<file path="config.mk">
export PLATFORM = sky130hd
export DESIGN_NAME = sram_2p_be_flat
export DESIGN_NICKNAME = d
export VERILOG_FILES = /design/src/rtl/sram_pkg.sv /design/src/rtl/sram_2p_be_if.sv /design/src/rtl/sram_init_ctrl.sv /design/src/rtl/sram_2p_be.sv /design/src/flat_wrapper.sv
export SDC_FILE = /design/constraint.sdc
export NUM_CORES = 1
export LEC_CHECK = 0
export BUFFER_PORTS_ARGS = -buffer_cell sky130_fd_sc_hd__buf_4
export CAP_MARGIN = 20
export CELL_PAD_IN_SITES_DETAIL_PLACEMENT = 1
export CELL_PAD_IN_SITES_GLOBAL_PLACEMENT = 1
export CORE_MARGIN = 10
export CORE_UTILIZATION = 50
export CTS_CLUSTER_DIAMETER = 120
export DETAILED_ROUTE_END_ITERATION = 10
export GPL_TIMING_DRIVEN = 0
export PLACE_DENSITY = 0.71
export SYNTH_ARGS = -nofsm -noshare
export SYNTH_HDL_FRONTEND = slang
export SYNTH_HIERARCHICAL = 1
export SYNTH_SLANG_ARGS = --single-unit
</file>
<file path="constraint.sdc">
create_clock -name clk -period 2.7 [get_ports clk]
set_clock_uncertainty 0.2 [all_clocks]
set_input_delay 0.135 -clock clk [delete_from_list [all_inputs] [get_ports clk]]
set_output_delay 0.135 -clock clk [all_outputs]
set_load 0.005 [all_outputs]
</file>
<file path="src/rtl/sram_pkg.sv">
// Shared types and constants for the two-port byte-enable SRAM block.
// Build option: SRAM_2P_BE_BYPASS_EN selects write-first same-address reads.
package sram_pkg;

    typedef enum logic [0:0] {
        INIT  = 1'b0,
        READY = 1'b1
    } init_state_e;

    localparam int BYTE_W = 8;

endpackage

</file>
<file path="src/rtl/sram_2p_be_if.sv">
// Write/read bus of the two-port SRAM; master drives requests, slave returns data.
interface sram_2p_be_if #(
    parameter int WIDTH     = 32,
    parameter int ADDRWIDTH = 4
);
    localparam int NBYTE = WIDTH / 8;

    logic                 w_en;
    logic [ADDRWIDTH-1:0] waddr;
    logic [WIDTH-1:0]     wdata;
    logic [NBYTE-1:0]     wbe;
    logic                 r_en;
    logic [ADDRWIDTH-1:0] raddr;
    logic [WIDTH-1:0]     rdata;
    logic                 rvalid;
    logic                 init_busy;

    modport master (
        output w_en, waddr, wdata, wbe, r_en, raddr,
        input  rdata, rvalid, init_busy
    );

    modport slave (
        input  w_en, waddr, wdata, wbe, r_en, raddr,
        output rdata, rvalid, init_busy
    );

endinterface

</file>
<file path="src/rtl/sram_init_ctrl.sv">
// Post-reset clear sequencer: walks every entry once writing zero, then
// reports READY. init_busy is a flop tracking the INIT state.
module sram_init_ctrl
    import sram_pkg::*;
#(
    parameter int ADDRWIDTH = 4
) (
    input  logic                 clk,
    input  logic                 rst_n,
    output logic                 clr_we,
    output logic [ADDRWIDTH-1:0] clr_addr,
    output logic                 ready,
    output logic                 init_busy
);

    init_state_e          state_r;
    init_state_e          state_next_s;
    logic [ADDRWIDTH-1:0] clr_cnt_r;
    logic [ADDRWIDTH-1:0] clr_cnt_next_s;
    logic                 busy_r;

    // State, clear counter and busy flag registers
    always_ff @(posedge clk) begin
        if (!rst_n) begin
            state_r   <= INIT;
            clr_cnt_r <= {ADDRWIDTH{1'b0}};
            busy_r    <= 1'b1;
        end else begin
            state_r   <= state_next_s;
            clr_cnt_r <= clr_cnt_next_s;
            busy_r    <= (state_next_s == INIT);
        end
    end

    // Next-state and clear-port decode
    always_comb begin
        state_next_s   = state_r;
        clr_cnt_next_s = clr_cnt_r;
        clr_we         = 1'b0;
        ready          = 1'b0;
        case (state_r)
            INIT: begin
                clr_we         = 1'b1;
                clr_cnt_next_s = clr_cnt_r + {{(ADDRWIDTH-1){1'b0}}, 1'b1};
                if (clr_cnt_r == {ADDRWIDTH{1'b1}}) begin
                    state_next_s = READY;
                end else begin
                    state_next_s = INIT;
                end
            end
            READY: begin
                ready        = 1'b1;
                state_next_s = READY;
            end
            default: begin
                state_next_s   = INIT;
                clr_cnt_next_s = {ADDRWIDTH{1'b0}};
            end
        endcase
    end

    assign clr_addr  = clr_cnt_r;
    assign init_busy = busy_r;

endmodule

</file>
<file path="src/rtl/sram_2p_be.sv">
// Two-port SRAM (one write, one read) with byte enables, registered read data
// and a post-reset zeroing pass. Build option: SRAM_2P_BE_BYPASS_EN.
module sram_2p_be
    import sram_pkg::*;
#(
    parameter int WIDTH     = 32,
    parameter int ADDRWIDTH = 4
) (
    input  logic         clk,
    input  logic         rst_n,
    sram_2p_be_if.slave  bus
);

    localparam int NBYTE = WIDTH / BYTE_W;
    localparam int DEPTH = 2 ** ADDRWIDTH;

    logic [WIDTH-1:0]     mem [DEPTH];
    logic                 clr_we_s;
    logic [ADDRWIDTH-1:0] clr_addr_s;
    logic                 ready_s;
    logic                 init_busy_s;
    logic                 wr_acc_s;
    logic                 rd_acc_s;
    logic [WIDTH-1:0]     rd_word_s;
    logic [WIDTH-1:0]     rdata_r;
    logic                 rvalid_r;

`ifdef SRAM_2P_BE_BYPASS_EN
    function automatic logic [WIDTH-1:0] merge_lanes(
        input logic [WIDTH-1:0] old_word,
        input logic [WIDTH-1:0] new_word,
        input logic [NBYTE-1:0] be
    );
        logic [WIDTH-1:0] res;
        res = old_word;
        for (int i = 0; i < NBYTE; i++) begin
            if (be[i]) begin
                res[i*BYTE_W +: BYTE_W] = new_word[i*BYTE_W +: BYTE_W];
            end
        end
        return res;
    endfunction
`endif

    sram_init_ctrl #(
        .ADDRWIDTH (ADDRWIDTH)
    ) u_init_ctrl (
        .clk       (clk),
        .rst_n     (rst_n),
        .clr_we    (clr_we_s),
        .clr_addr  (clr_addr_s),
        .ready     (ready_s),
        .init_busy (init_busy_s)
    );

    assign wr_acc_s = rst_n & ready_s & bus.w_en;
    assign rd_acc_s = rst_n & ready_s & bus.r_en;

    // Storage: clear pass while initialising, byte-lane writes once ready
    always_ff @(posedge clk) begin
        if (clr_we_s) begin
            mem[clr_addr_s] <= {WIDTH{1'b0}};
        end else if (wr_acc_s) begin
            for (int i = 0; i < NBYTE; i++) begin
                if (bus.wbe[i]) begin
                    mem[bus.waddr][i*BYTE_W +: BYTE_W] <= bus.wdata[i*BYTE_W +: BYTE_W];
                end
            end
        end
    end

    // Read word select; same-address forwarding only in the bypass build
    always_comb begin
        rd_word_s = mem[bus.raddr];
`ifdef SRAM_2P_BE_BYPASS_EN
        if (wr_acc_s && (bus.waddr == bus.raddr)) begin
            rd_word_s = merge_lanes(mem[bus.raddr], bus.wdata, bus.wbe);
        end else begin
            rd_word_s = mem[bus.raddr];
        end
`endif
    end

    // Read data register and its one-cycle qualifier
    always_ff @(posedge clk) begin
        if (!rst_n) begin
            rdata_r  <= {WIDTH{1'b0}};
            rvalid_r <= 1'b0;
        end else begin
            rvalid_r <= rd_acc_s;
            if (rd_acc_s) begin
                rdata_r <= rd_word_s;
            end
        end
    end

    assign bus.rdata     = rdata_r;
    assign bus.rvalid    = rvalid_r;
    assign bus.init_busy = init_busy_s;

endmodule

</file>
<file path="src/flat_wrapper.sv">
// flat-port wrapper written by rule: the top's interface ports become plain ports
module sram_2p_be_flat import sram_pkg::*;
#(
    parameter int WIDTH     = 32,
    parameter int ADDRWIDTH = 4
)
  (clk, rst_n, bus_w_en, bus_waddr, bus_wdata, bus_wbe, bus_r_en, bus_raddr, bus_rdata, bus_rvalid, bus_init_busy);
  sram_2p_be_if #(.WIDTH(WIDTH), .ADDRWIDTH(ADDRWIDTH)) bus_i ();
  input  logic clk;
  input  logic rst_n;
  input wire logic [$bits(bus_i.w_en)-1:0] bus_w_en;
  input wire logic [$bits(bus_i.waddr)-1:0] bus_waddr;
  input wire logic [$bits(bus_i.wdata)-1:0] bus_wdata;
  input wire logic [$bits(bus_i.wbe)-1:0] bus_wbe;
  input wire logic [$bits(bus_i.r_en)-1:0] bus_r_en;
  input wire logic [$bits(bus_i.raddr)-1:0] bus_raddr;
  output wire logic [$bits(bus_i.rdata)-1:0] bus_rdata;
  output wire logic [$bits(bus_i.rvalid)-1:0] bus_rvalid;
  output wire logic [$bits(bus_i.init_busy)-1:0] bus_init_busy;
  assign bus_i.w_en = bus_w_en;
  assign bus_i.waddr = bus_waddr;
  assign bus_i.wdata = bus_wdata;
  assign bus_i.wbe = bus_wbe;
  assign bus_i.r_en = bus_r_en;
  assign bus_i.raddr = bus_raddr;
  assign bus_rdata = bus_i.rdata;
  assign bus_rvalid = bus_i.rvalid;
  assign bus_init_busy = bus_i.init_busy;
  sram_2p_be #(.WIDTH(WIDTH), .ADDRWIDTH(ADDRWIDTH)) u_core (.clk(clk), .rst_n(rst_n), .bus(bus_i));
endmodule
</file>
After elaboration in Yosys (flattened, before gate mapping)
Memory sizes are Yosys's and may differ from the RTL's. A register that Yosys moved wholly into a read port is not among the register bits. Cells that the tools add are included.

$add $sub $neg: 1. Multipliers: 0. Div/mod/pow operators: 0. Order comparisons: 0. Eq/ne operators: 1. Shift-type cells: 0. Muxes and demuxes: 23. Bitwise gates (word level): 5. Reductions and logical operators: 2.

Operators by type and width (number): $mux 32 (1); $reduce_or 32->1 (1); $mux 1 (19); $mux 4 (2); $add 4x1->4 const B (1); $eq 4x4->1 const B (1); $and 1x1->1 (3); $not 1->1 (2); $pmux 1 s2 (1); $logic_not 1->1 (1).

Bits in registers: 7. Latch bits: 0. RAM bits: 512. Bits in read-only memories: 0. Input port bits: 48. Output and inout port bits: 34. Logic and storage cells: 37. Memories kept: 1.

Memories: u_core.mem (depth 16, bits a word 32, read ports 1, clocked after Yosys merged registers in 1, wr ports 1, RTL line sram_2p_be.sv:17) `logic [WIDTH-1:0] mem [DEPTH];`.

Depth between registers and ports, before layout
Gate-level depths: netlist of run 1.

Word-level depth: 8. Gate-level depth with buffers: 8. Gate-level depth less buffers: 5.

Cells and area by module
Netlist of run 1, hierarchy kept.

By module, submodules not included: sram_2p_be (times used 1, cells an instance 1078, area an instance 21216.6 sq um, sequential area each 16035.4 sq um); sram_init_ctrl (times used 1, cells an instance 21, area an instance 231.5 sq um, sequential area each 120.1 sq um).

Least setup slack after synthesis of run 1
Ideal clock, no wire load.

Kind: register to register. Start point: register u_core.u_init_ctrl.state_r. End point: memory u_core.mem[10][10] (enable). Arrival: 1.860 ns. Required time: 2.129 ns. Path slack: 0.269 ns. Cell stages (with the launch flop): 6. Period minus slack after synthesis: 2.431 ns. Cell sequence: dfxtp_1 -> inv_1 -> buf_4 -> nor3_2 -> mux2_1 -> nor2_1.

Longest elaborated chain between the ends: 8. Elaborated cells on any way between the ends: 19. Those cells by class: mux: 16; bitwise: 2; reduce/logical: 1.

Ends and longest elaborated chain: start: declaration (RTL line sram_init_ctrl.sv:16) `init_state_e state_r;`; start signal: assignment (RTL line sram_init_ctrl.sv:29) `state_r <= state_next_s;`; $mux 1 (RTL line sram_init_ctrl.sv:41) `case (state_r)`; $and 1x1->1 (2 in a row) (RTL line sram_2p_be.sv:56) `assign wr_acc_s = rst_n & ready_s & bus.w_en;`; $mux 1 (RTL line sram_2p_be.sv:63) `end else if (wr_acc_s) begin`; $mux 1 (RTL line sram_2p_be.sv:61) `if (clr_we_s) begin`; $mux 1 (implied by the code) (RTL line sram_2p_be.sv:66) `mem[bus.waddr][i*BYTE_W +: BYTE_W] <= bus.wdata[i*BYTE_W +: BYTE_W];`; $reduce_or 32->1 (no line); $mux 4 (no line); end: declaration (RTL line sram_2p_be.sv:17).

Parallel ways exist; a longest one is shown, timed or not.

Worst setup path after layout of run 1
Start point: register u_core.u_init_ctrl.state_r. End point: memory u_core.mem[0][5] (enable).

The elaborated chain is that of the path after synthesis.

==> results.md, run 1 <==
- Outcome: completed
- Maximum vdd drop: 479 uV
- Int Pwr: 13.9 mW
- GRT Total Usage: 22.1%
- H-tree Lvls: 2
- Yosys cell types: 46
- Maxcap violations: 0
- Synth top area cells: edfxtp_1 72%, mux4_2 10%, mux2i_1 4.5%
- Sw frac: 21.0%
- Final hold violations: 0
- Area after DPL: 0.0227 sq mm
- First-pass GRT wire length: 82000 microns
- Final period utilization: 95.3%
- Comb pwr share: 5.2%
- Crit start category: flip-flop
- Initial drt markers: 1023
- Top-area cell type share of the netlist area: 71.7%
- GRT overflow: 0
- # placed instances: 1716
- DP Wirelength: 35300 microns
- FILL cells: 3583
- Synth Area per Inst: 19.5 sq um
- Antenna diode count: 0
- Layout Nets: 1334
- Fmax: 389 MHz
- CP max FO: 12
- Routed via count: 11.5k
- IO buf count: 78
- Met2 wire length: 27900 microns
- Gpl congestion: 0.794
- Final Cell Area: 0.0256 sq mm
- Drt via density: 6.14
- Crit path DAT: 2.62 ns
- Setup tns final: 0 ns
- Die area: 0.0516 sq mm
- Yosys top cell by area: edfxtp_1
- Die width: 227 microns
- Crit path capture type: flip-flop
- Synthesis warning total: 6
- Hold Slack: 0.115 ns
- Worst-Skew Late Latency: 0.59 ns
- Async S/R FF share, synth: 0%
- Num CTS Buffers: 56
- Syn Nets: 1148
- PwrDens: 686 mW/mm^2
- Cell count after synthesis: 1099
- Clk network pwr share: 41.1%
- Row count: 75
- Drt total wl: 56100 microns
- Fin. max-slew vios: 0
- CTS Buffer Depth: 3
- Met3 wire len: 4080 microns
- Residual DRC: 0
- I/O Pins: 82
- Met1 WL: 22800 microns
- Clk slew on worst S/H paths: 0.06 ns
- Largest net degree at the start of global routing: 17
- Highest metal used: met5
- Tmin final: 2.57 ns
- Hold Crit Class: input port to flip-flop
- Initial core utilization: 50.9%
- Routed wire per std cell: 30.0 microns
- Static leakage: 8.18 nW
- Register share of total power: 53.7%
- WP data required: 2.74 ns
- # setup viols final: 0
- Vias in the first global route: 12.2k
- Post-Syn Area: 0.0214 sq mm
- Drt pass-1 iters: 4
- Initial antenna violation count: 1
- Seq cells post-synth: 551
- Worst rel slew slack: 34.0%
- Share of cells above drive strength 1: 31.2%
- Area grow syn2layout: 19.2%
- Seq. cell area: 0.0162 sq mm
- Synth Flop Type: edfxtp_1
- Total Power Consumption: 17.5 mW
- Actual slew at the worst max-slew pin: 0.990 ns
- Hold path cells: 4
- CORE AREA: 0.0421 sq mm
- Seq/Total Area, Yosys: 75.3%
- Count of clock tree sinks: 551
- CP Class: flip-flop to flip-flop
- Most common cell in the netlist: edfxtp_1
- EDFF count, synth: 512
- RSZ-0062 raised after global routing: no
- Synth cell count leaders: 512 x edfxtp_1, 97 x mux2i_1, 96 x mux4_2
- Register-to-Register Path Depth: 5
- Vert. Die Dim: 227 microns
- Final ANT Viol Nets: 0
- Multi-input logic area: 0.00556 sq mm
- Root buffer cell: clkbuf_16
- Switching pwr: 3.67 mW
- Layout Cells excl Fill: 1866
- CTS tree: built
## worst paths after layout
kind | slack (ns) | from | endpoint
setup reg to reg | 0.13 | u_core/u_init_ctrl/state_r | u_core/mem[0][5]
hold / removal | 0.12 | bus_raddr[1] | u_core/bus.rdata[24]
setup / recovery | 0.13 | u_core/u_init_ctrl/state_r | u_core/mem[0][5]
hold reg to reg | 0.29 | u_core/bus.rdata[7] | u_core/bus.rdata[7]
## routing by layer
layer  up-vias  GRT usage, %
met2       412          36.5
met5         -             0
met3        74          4.75
met4         2          6.00
met1      6102          29.4
li1       4860             -
## area by class of cell
class	instances	share of cell area, %
Sequential cell	551	63.2
Multi-Input combinational cell	484	21.8
Clock buffer	87	6.10
Timing Repair Buffer	128	4.50
Tap cell	539	2.64
Buffer	61	1.34
Clock inverter	13	0.435
Inverter	3	0.0440
## registers in the layout (all words and copies together), names as in the netlist
name,count
u_core/bus.rdata,32
u_core/u_init_ctrl/state_r,1
u_core/mem,512
u_core/u_init_ctrl/init_busy,1
u_core/bus.rvalid,1
u_core/u_init_ctrl/clr_addr,4
## per-stage QoR
stage	setup slack [ns]	utilization, %
2_1_floorplan	0.269	-
3_3_place_gp	-0.553	53.9
3_5_place_dp	-0.615	53.9
4_1_cts	0.0605	60.6
5_1_grt	0.0245	60.7
6_report	0.127	60.7
## what timing repair did
item | CTS | global route
hold buffers | 36 | 0
endpoints found under the setup margin | 992 | 277
buffers inserted | 12 | 2
resized for setup | 169 | 7
hold endpoints to repair | 522 | 0
pin swaps | 0 | 2
## cells by family (layout without fill, tap and decap cells)
kind of cell,count (synthesis),count (layout),share of synthesized area [%]
buffers and inverters,64,292,1.62
multiplexers,200,200,15.0
AO/OA/AOI/OAI,110,110,3.89
flip-flops,551,551,75.3
adder cells (fa/ha/maj),1,1,0.0583
XOR/XNOR,3,3,0.123
AND/OR/NAND/NOR,170,170,3.96
## layout by cell type, fill, tap and decap left out, types with 5 or more instances in the layout
cell type,synthesis,routed
dfxtp_1,39,38
nor3b_1,6,6
mux2i_4,0,5
buf_12,0,8
a221oi_1,32,32
mux2i_1,97,97
mux4_2,96,96
and2_2,0,30
clkbuf_16,0,57
buf_4,7,91
nor2_2,0,6
nand2_1,34,34
and2_1,37,7
edfxtp_1,512,512
clkinv_1,0,7
clkbuf_1,21,46
dlygate4sd3_1,0,36
nor2_4,0,58
o21ai_0,28,28
buf_2,25,25
o211ai_1,32,32
## worst max-delay path: stages (launching register included)
cell     delay [ns]
dfxtp_2        0.46
inv_1          0.06
buf_4          0.17
o31ai_4        0.52
nand3_4        0.36
nor2_4         0.44
## power by group through the flow
stage          registers [mW]  logic [mW]  clock network (mW)
3_3_place_gp             9.59       0.712                   0
5_1_grt                  9.43       0.948                7.69
4_1_cts                  9.42       0.886                7.32
6_report                 9.42       0.904                7.21
2_1_floorplan            9.58       0.432                   0
3_5_place_dp             9.60       0.724                   0
Power figures use the tool's default switching activity.
==> inputs of run 2 (changes only) <==
CORE_UTILIZATION = 49   (was 50)
PLACE_DENSITY = 0.73   (was 0.71)
clock period = 2.1 ns   (was 2.7 ns; I/O delays follow)
==> run 2 against run 1 <==
  * The flow now finishes with violations (setup timing)
  * Hold slack worse by 0.027 ns
  * Fmax is 15% higher
  * Non-clock buffer count is 92 higher
  * Total power is 32% higher
  * Sequential power is 28% higher
  * Largest cell class unchanged
  * Global-route usage is 1.6 points higher
  * Setup slack worse by 0.27 ns
  * Clock-buffer cell count is 16 lower
  * Utilization is 2.7 points higher
  * First-iteration DRC count is 27% higher
  * Critical path type unchanged
  * Sequential share of layout area is 4.2 points lower
  * Highest routed layer is now met4
==> results.md, run 2 (synthesized netlist as in run 1, its figures left out) <==
- Outcome: complete, but fails checks
- Failing checks: setup timing
- Clk slew on worst S/H paths: 0.07 ns (about the same)
- Gpl congestion: 0.793 (-0.19%)
- Layout Nets: 1425 (+6.8%)
- Crit path capture type: flip-flop
- Setup tns final: -31.92 ns (-31.92 ns)
- PwrDens: 846 mW/mm^2 (+23%)
- Num CTS Buffers: 55 (-1.8%)
- Final design utilization: 63.4% (+2.7 points)
- Hold EP: u_core/mem[15][31]
- Die area: 0.0525 sq mm (+1.9%)
- Register-to-Register Path Depth: 9 (+4)
- DP Wirelength: 36400 microns (+3.0%)
- Commonest non-fill, non-tap cell in the layout: edfxtp_1
- Antenna diode count: 0 (unchanged)
- Final period utilization: 107% (+12 points)
- CTS Buffer Depth: 3 (unchanged)
- I/O Pins: 82 (unchanged)
- CP Class: flip-flop to flip-flop
- Initial drt markers: 1304 (+27%)
- Row count: 76 (+1.3%)
- Maximum vdd drop: 762 uV (+59%)
- Hold Crit Class: input port to flip-flop
- GRT overflow: 0 (unchanged)
- Actual slew at the worst max-slew pin: 1.05 ns (+0.0619 ns)
- Most frequent cells in the layout: 512 x edfxtp_1, 106 x buf_4, 97 x mux2i_1, 96 x mux4_2, 70 x buf_12
- CP max FO: 7 (-5)
- Tmin final: 2.25 ns (-0.327 ns)
- Hold_sp: bus_waddr[0]
- H-tree Lvls: 2 (unchanged)
- Routed via count: 12.2k (+6.7%)
- Final Cell Area: 0.0274 sq mm (+7.1%)
- Share of cells above drive strength 1: 37.2% (+6.0 points)
- Hold Slack: 0.0878 ns (-0.0274 ns)
- Worst-Skew Late Latency: 0.60 ns (about the same)
- Initial core utilization: 49.7% (-1.2 points)
- Most flops, register: u_core/mem
- # placed instances: 1762 (+2.7%)
- Fmax: 445 MHz (+15%)
- Setup ws final: -0.145 ns (-0.273 ns)
- Root buffer cell: clkbuf_16
- Count of clock tree sinks: 551 (unchanged)
- IO buf count: 78 (unchanged)
- Routed wire per std cell: 31.3 microns (+4.3%)
- Final hold violations: 0 (unchanged)
- Maxcap violations: 0 (unchanged)
- WP data required: 2.27 ns (-0.47 ns)
- Drt pass-1 iters: 5 (+1)
- R2r startpoint: u_core/u_init_ctrl/state_r
- RSZ-0062 raised after global routing: yes
- Area after DPL: 0.0233 sq mm (+2.7%)
- CTS tree: built
- # setup viols final: 560 (+560)
- Vert. Die Dim: 229 microns (+0.92%)
- Crit path DAT: 2.41 ns (-0.21 ns)
- First-pass GRT wire length: 90700 microns (+11%)
- Drt via density: 6.09 (-0.71%)
- CORE AREA: 0.0432 sq mm (+2.5%)
- Layout Cells excl Fill: 2006 (+7.5%)
- Vias in the first global route: 13.1k (+7.6%)
- Worst rel slew slack: 29.9% (-4.1 points)
- Static leakage: 9.03 nW (+10%)
- Area grow syn2layout: 27.6%
- Final ANT Viol Nets: 0 (unchanged)
- Worst reg2reg path endpoint: u_core/mem[3][5]
- Die width: 229 microns (+0.92%)
- Max reg flops: 512 (unchanged)
- Largest net degree at the start of global routing: 17 (unchanged)
- Residual DRC: 0 (unchanged)
- Drt total wl: 62900 microns (+12%)
- GRT Total Usage: 23.8% (+1.6 points)
- Initial antenna violation count: 0 (-1)
- Crit start category: flip-flop
- FF-to-FF setup slack: -0.15 ns (-0.27 ns)
- Fin. max-slew vios: 0 (unchanged)
- Hold path cells: 4 (unchanged)
[run 2: cell count changes in the layout (fill, tap and decap cells not counted), sizes merged]
| cell | change |
|---|---|
| buf | +95 |
| clkbuf | -19 |
| clkinv | +16 |
| bufinv | +2 |
| clkinvlp | -1 |
| inv | +1 |
[run 2: metal layers]
metal / wire length (microns) / GRT usage (%) / up-vias
met2: 32900 / 41.3 / 581
met3: 4110 / 3.55 / 124
met5: 0 / 0 / -
met4: 1860 / 7.84 / 0
li1: - / - / 5044
met1: 24000 / 30.0 / 6473
[run 2: critical path, stage by stage (launching register included)]
cell     delay [ns]
dfxtp_4        0.41
nand3_4        0.12
nor3_4         0.22
buf_6          0.15
buf_12         0.14
mux2i_4        0.25
buf_12         0.16
buf_12         0.14
nor2_4         0.05
buf_6          0.16
[run 2: worst max path at each step]
stage / from / endpoint / slack [ns] / cells past startpoint
global placement: u_core/u_init_ctrl/state_r / u_core/mem[4][2] / -0.73 / 6
finish: u_core/u_init_ctrl/state_r / u_core/mem[3][5] / -0.15 / 9
CTS: u_core/u_init_ctrl/state_r / u_core/mem[9][15] / -0.10 / 6
detailed placement: u_core/u_init_ctrl/state_r / u_core/mem[5][2] / -0.80 / 6
global route: u_core/u_init_ctrl/state_r / u_core/mem[13][19] / -0.20 / 7
floorplan: u_core/u_init_ctrl/state_r / u_core/mem[5][0] / -0.10 / 6
[run 2: layout make-up]
cell class	count	area, sq um
buffer	59	359
clock buffer	71	1490
clock inverter	31	241
fill	3658	15800
inverter	3	13.8
multi-input combinational	484	5680
sequential	551	16200
tap	585	732
timing repair buffer	222	2700
[run 2: where the power goes]
part | switching [mW] | internal, mW
combinational | 0.779 | 0.635
clock | 4.15 | 5.47
sequential | 0.0645 | 12.0
total | 5.00 | 18.2
[run 2: what timing repair did]
item                                    4_1_cts  5_1_grt
pin swaps                                    69       18
hold buffers                                 36        0
endpoints found under the hold margin       521        0
endpoints found under the setup margin     1054      878
gates cloned                                  1        0
buffers inserted                             98       14
gates resized for setup                      94       28
[run 2: per-stage QoR]
stage | power [mW] | setup WS [ns]
finish | 23.1 | -0.145
CTS | 23.1 | -0.101
global route | 23.8 | -0.203
detailed placement | 13.4 | -0.796
floorplan | 13.0 | -0.101
global placement | 13.3 | -0.727
==> inputs of run 3 (changes only) <==
SETUP_SLACK_MARGIN = 0.02   (was default)
==> run 3 against run 2 <==
  * The flow still finishes with violations (setup timing)
  * Via count decreased by 1.5%
  * Total power up 1.1%
  * Sequential power hardly changed
  * Critical path type unchanged
  * Critical endpoint is now u_core/mem[2][3]
==> results.md, run 3 (synthesized netlist as in run 1, its figures left out) <==
- Hold EP: u_core/bus.rdata[23]
- Hold_sp: bus_raddr[3]
- Final ANT Viol Nets: 0 (unchanged)
- Drt via density: 6.03 (-0.98%)
- Layout Nets: 1415 (-0.70%)
- Num CTS Buffers: 54 (-1.8%)
- Gpl congestion: 0.806 (+1.6%)
- Initial core utilization: 49.7% (unchanged)
- Crit start category: flip-flop
- Tmin final: 2.25 ns (+0.00514 ns)
- Setup tns final: -42.24 ns (-10.32 ns)
- GRT overflow: 0 (unchanged)
- Drt pass-1 iters: 5 (unchanged)
- Hold Crit Class: input port to flip-flop
- Crit. Startpoint: u_core/u_init_ctrl/state_r
- H-tree Lvls: 2 (unchanged)
- Actual slew at the worst max-slew pin: 1.10 ns (+0.0520 ns)
- Outcome: complete, but fails checks
- Fin. max-slew vios: 0 (unchanged)
- Fmax: 444 MHz (-0.23%)
- First-pass GRT wire length: 90200 microns (-0.58%)
- Final period utilization: 107% (+0.24 points)
- Crit path capture type: flip-flop
- CTS tree: built
- Largest net degree at the start of global routing: 17 (unchanged)
- Commonest non-fill, non-tap cell in the layout: edfxtp_1
- Share of cells above drive strength 1: 37.4% (+0.19 points)
- CORE AREA: 0.0432 sq mm (unchanged)
- Maxcap violations: 0 (unchanged)
- Failing checks: setup timing
- DP Wirelength: 36100 microns (-0.76%)
- Residual DRC: 0 (unchanged)
- CTS Buffer Depth: 3 (unchanged)
- Seq. cell area: 0.0162 sq mm (unchanged)
- Row count: 76 (unchanged)
- Die width: 229 microns (unchanged)
- Hold path cells: 5 (+1)
- FILL cells: 3670 (+0.33%)
- Maximum vdd drop: 566 uV (-26%)
- Initial drt markers: 1365 (+4.7%)
- Most frequent cells in the layout: 512 x edfxtp_1, 112 x buf_4, 97 x mux2i_1, 96 x mux4_2
- R2r startpoint: u_core/u_init_ctrl/state_r
- # setup viols final: 554 (-1.1%)
- DP Worst Slack: -0.762 ns (+0.0335 ns)
- Root buffer cell: clkbuf_16
- CP max FO: 8 (+1)
- WP data required: 2.22 ns (-0.05 ns)
- Worst reg2reg path endpoint: u_core/mem[2][3]
- Vias in the first global route: 12.9k (-1.4%)
- CP Class: flip-flop to flip-flop
- Setup ws final: -0.151 ns (-0.00514 ns)
- Crit path DAT: 2.37 ns (-0.04 ns)
- FF-to-FF setup slack: -0.15 ns (about the same)
- Static leakage: 8.96 nW (-0.77%)
- Register-to-Register Path Depth: 7 (-2)
- Clk slew on worst S/H paths: 0.06 ns (about the same)
- RSZ-0062 raised after global routing: yes
- Vert. Die Dim: 229 microns (unchanged)
- Multi-input logic area: 0.00565 sq mm (-0.59%)
- Drt total wl: 62000 microns (-1.3%)
- I/O Pins: 82 (unchanged)
- Worst rel slew slack: 26.4% (-3.5 points)
- Final Cell Area: 0.0272 sq mm (-0.63%)
- Final hold violations: 0 (unchanged)
- Most flops, register: u_core/mem
- Count of clock tree sinks: 551 (unchanged)
- Routed wire per std cell: 31.1 microns (-0.82%)
- Area grow syn2layout: 26.8%
- Routed via count: 12.0k (-1.5%)
- Worst-Skew Late Latency: 0.62 ns (+0.02 ns)
- Antenna diode count: 0 (unchanged)
- Initial antenna violation count: 1 (+1)
- Max reg flops: 512 (unchanged)
- GRT Total Usage: 23.3% (-0.46 points)
- PwrDens: 860 mW/mm^2 (+1.7%)
- Area after DPL: 0.0233 sq mm (unchanged)
- IO buf count: 78 (unchanged)
- Die area: 0.0525 sq mm (unchanged)
==> run 3: cell count changes in the layout (fill, tap and decap cells not counted), moves of 3 or more <==
cell,delta
buf_12,-6
buf_4,+6
clkbuf_1,+3
clkinv_2,+9
buf_6,-7
clkinv_1,-16
and2_2,+5
and2_4,-6
clkbuf_8,+4
==> run 3: critical path: stages (launching register included) <==
cell and delay, ns:
dfxtp_4 0.41, nand3_4 0.11, buf_4 0.16, o31ai_4 0.27, buf_12 0.17, nand3_4 0.27, nor2_4 0.22, buf_12 0.16
==> run 3: per-stage QoR <==
step	power [mW]	hold slack [ns]	utilization [%]	instances
after CTS	23.3	0.00635	62.7	1988
after global placement	13.3	0.185	54.0	1762
after floorplan	13.0	0.0267	-	1099
final	23.4	0.0431	63.0	1996
after detailed placement	13.4	0.186	54.0	1762
after global routing	24.0	0.0624	63.0	1996
==> run 3: layout make-up <==
class	instances	share of cell area, %
plain buffers	59	1.29
clock buffers	74	5.51
clock inverters	27	1.08
inverters	3	0.0506
multi-input cells	484	20.8
flip-flops and latches	551	59.4
well taps	585	2.69
repair buffers	213	9.22
==> run 3: worst max-delay path by stage <==
| stage | to | slack [ns] | depth (start not counted) |
|---|---|---|---|
| 2_1_floorplan | u_core/mem[12][0] | -0.10 | 6 |
| 3_3_place_gp | u_core/mem[14][1] | -0.67 | 6 |
| 3_5_place_dp | u_core/mem[0][11] | -0.76 | 6 |
| 4_1_cts | u_core/mem[3][29] | -0.12 | 9 |
| 5_1_grt | u_core/mem[3][29] | -0.21 | 9 |
| 6_report | u_core/mem[2][3] | -0.15 | 7 |
==> run 3: per-layer routing <==
layer,vias up,global-route usage [%],share of wire (%)
met5,-,0,0
met4,0,6.85,2.4
met3,97,3.96,7.1
met2,558,39.9,51
met1,6352,30.0,39
li1,5035,-,-
==> run 3: timing repair <==
action,in CTS,in global routing
setup buffers,92,10
endpoints found under the setup margin,1054,1054
endpoints found under the hold margin,521,0
hold buffers,35,0
gates resized for setup,80,21
pin swaps,71,13
==> run 3: where the power goes <==
part	total [mW]	switching, mW	internal [mW]	leakage, nW
Sequential	12.1	0.0624	12.0	4.75
Combinational	1.38	0.771	0.612	3.33
Clock	9.91	4.18	5.73	0.879
Total	23.4	5.02	18.4	8.96
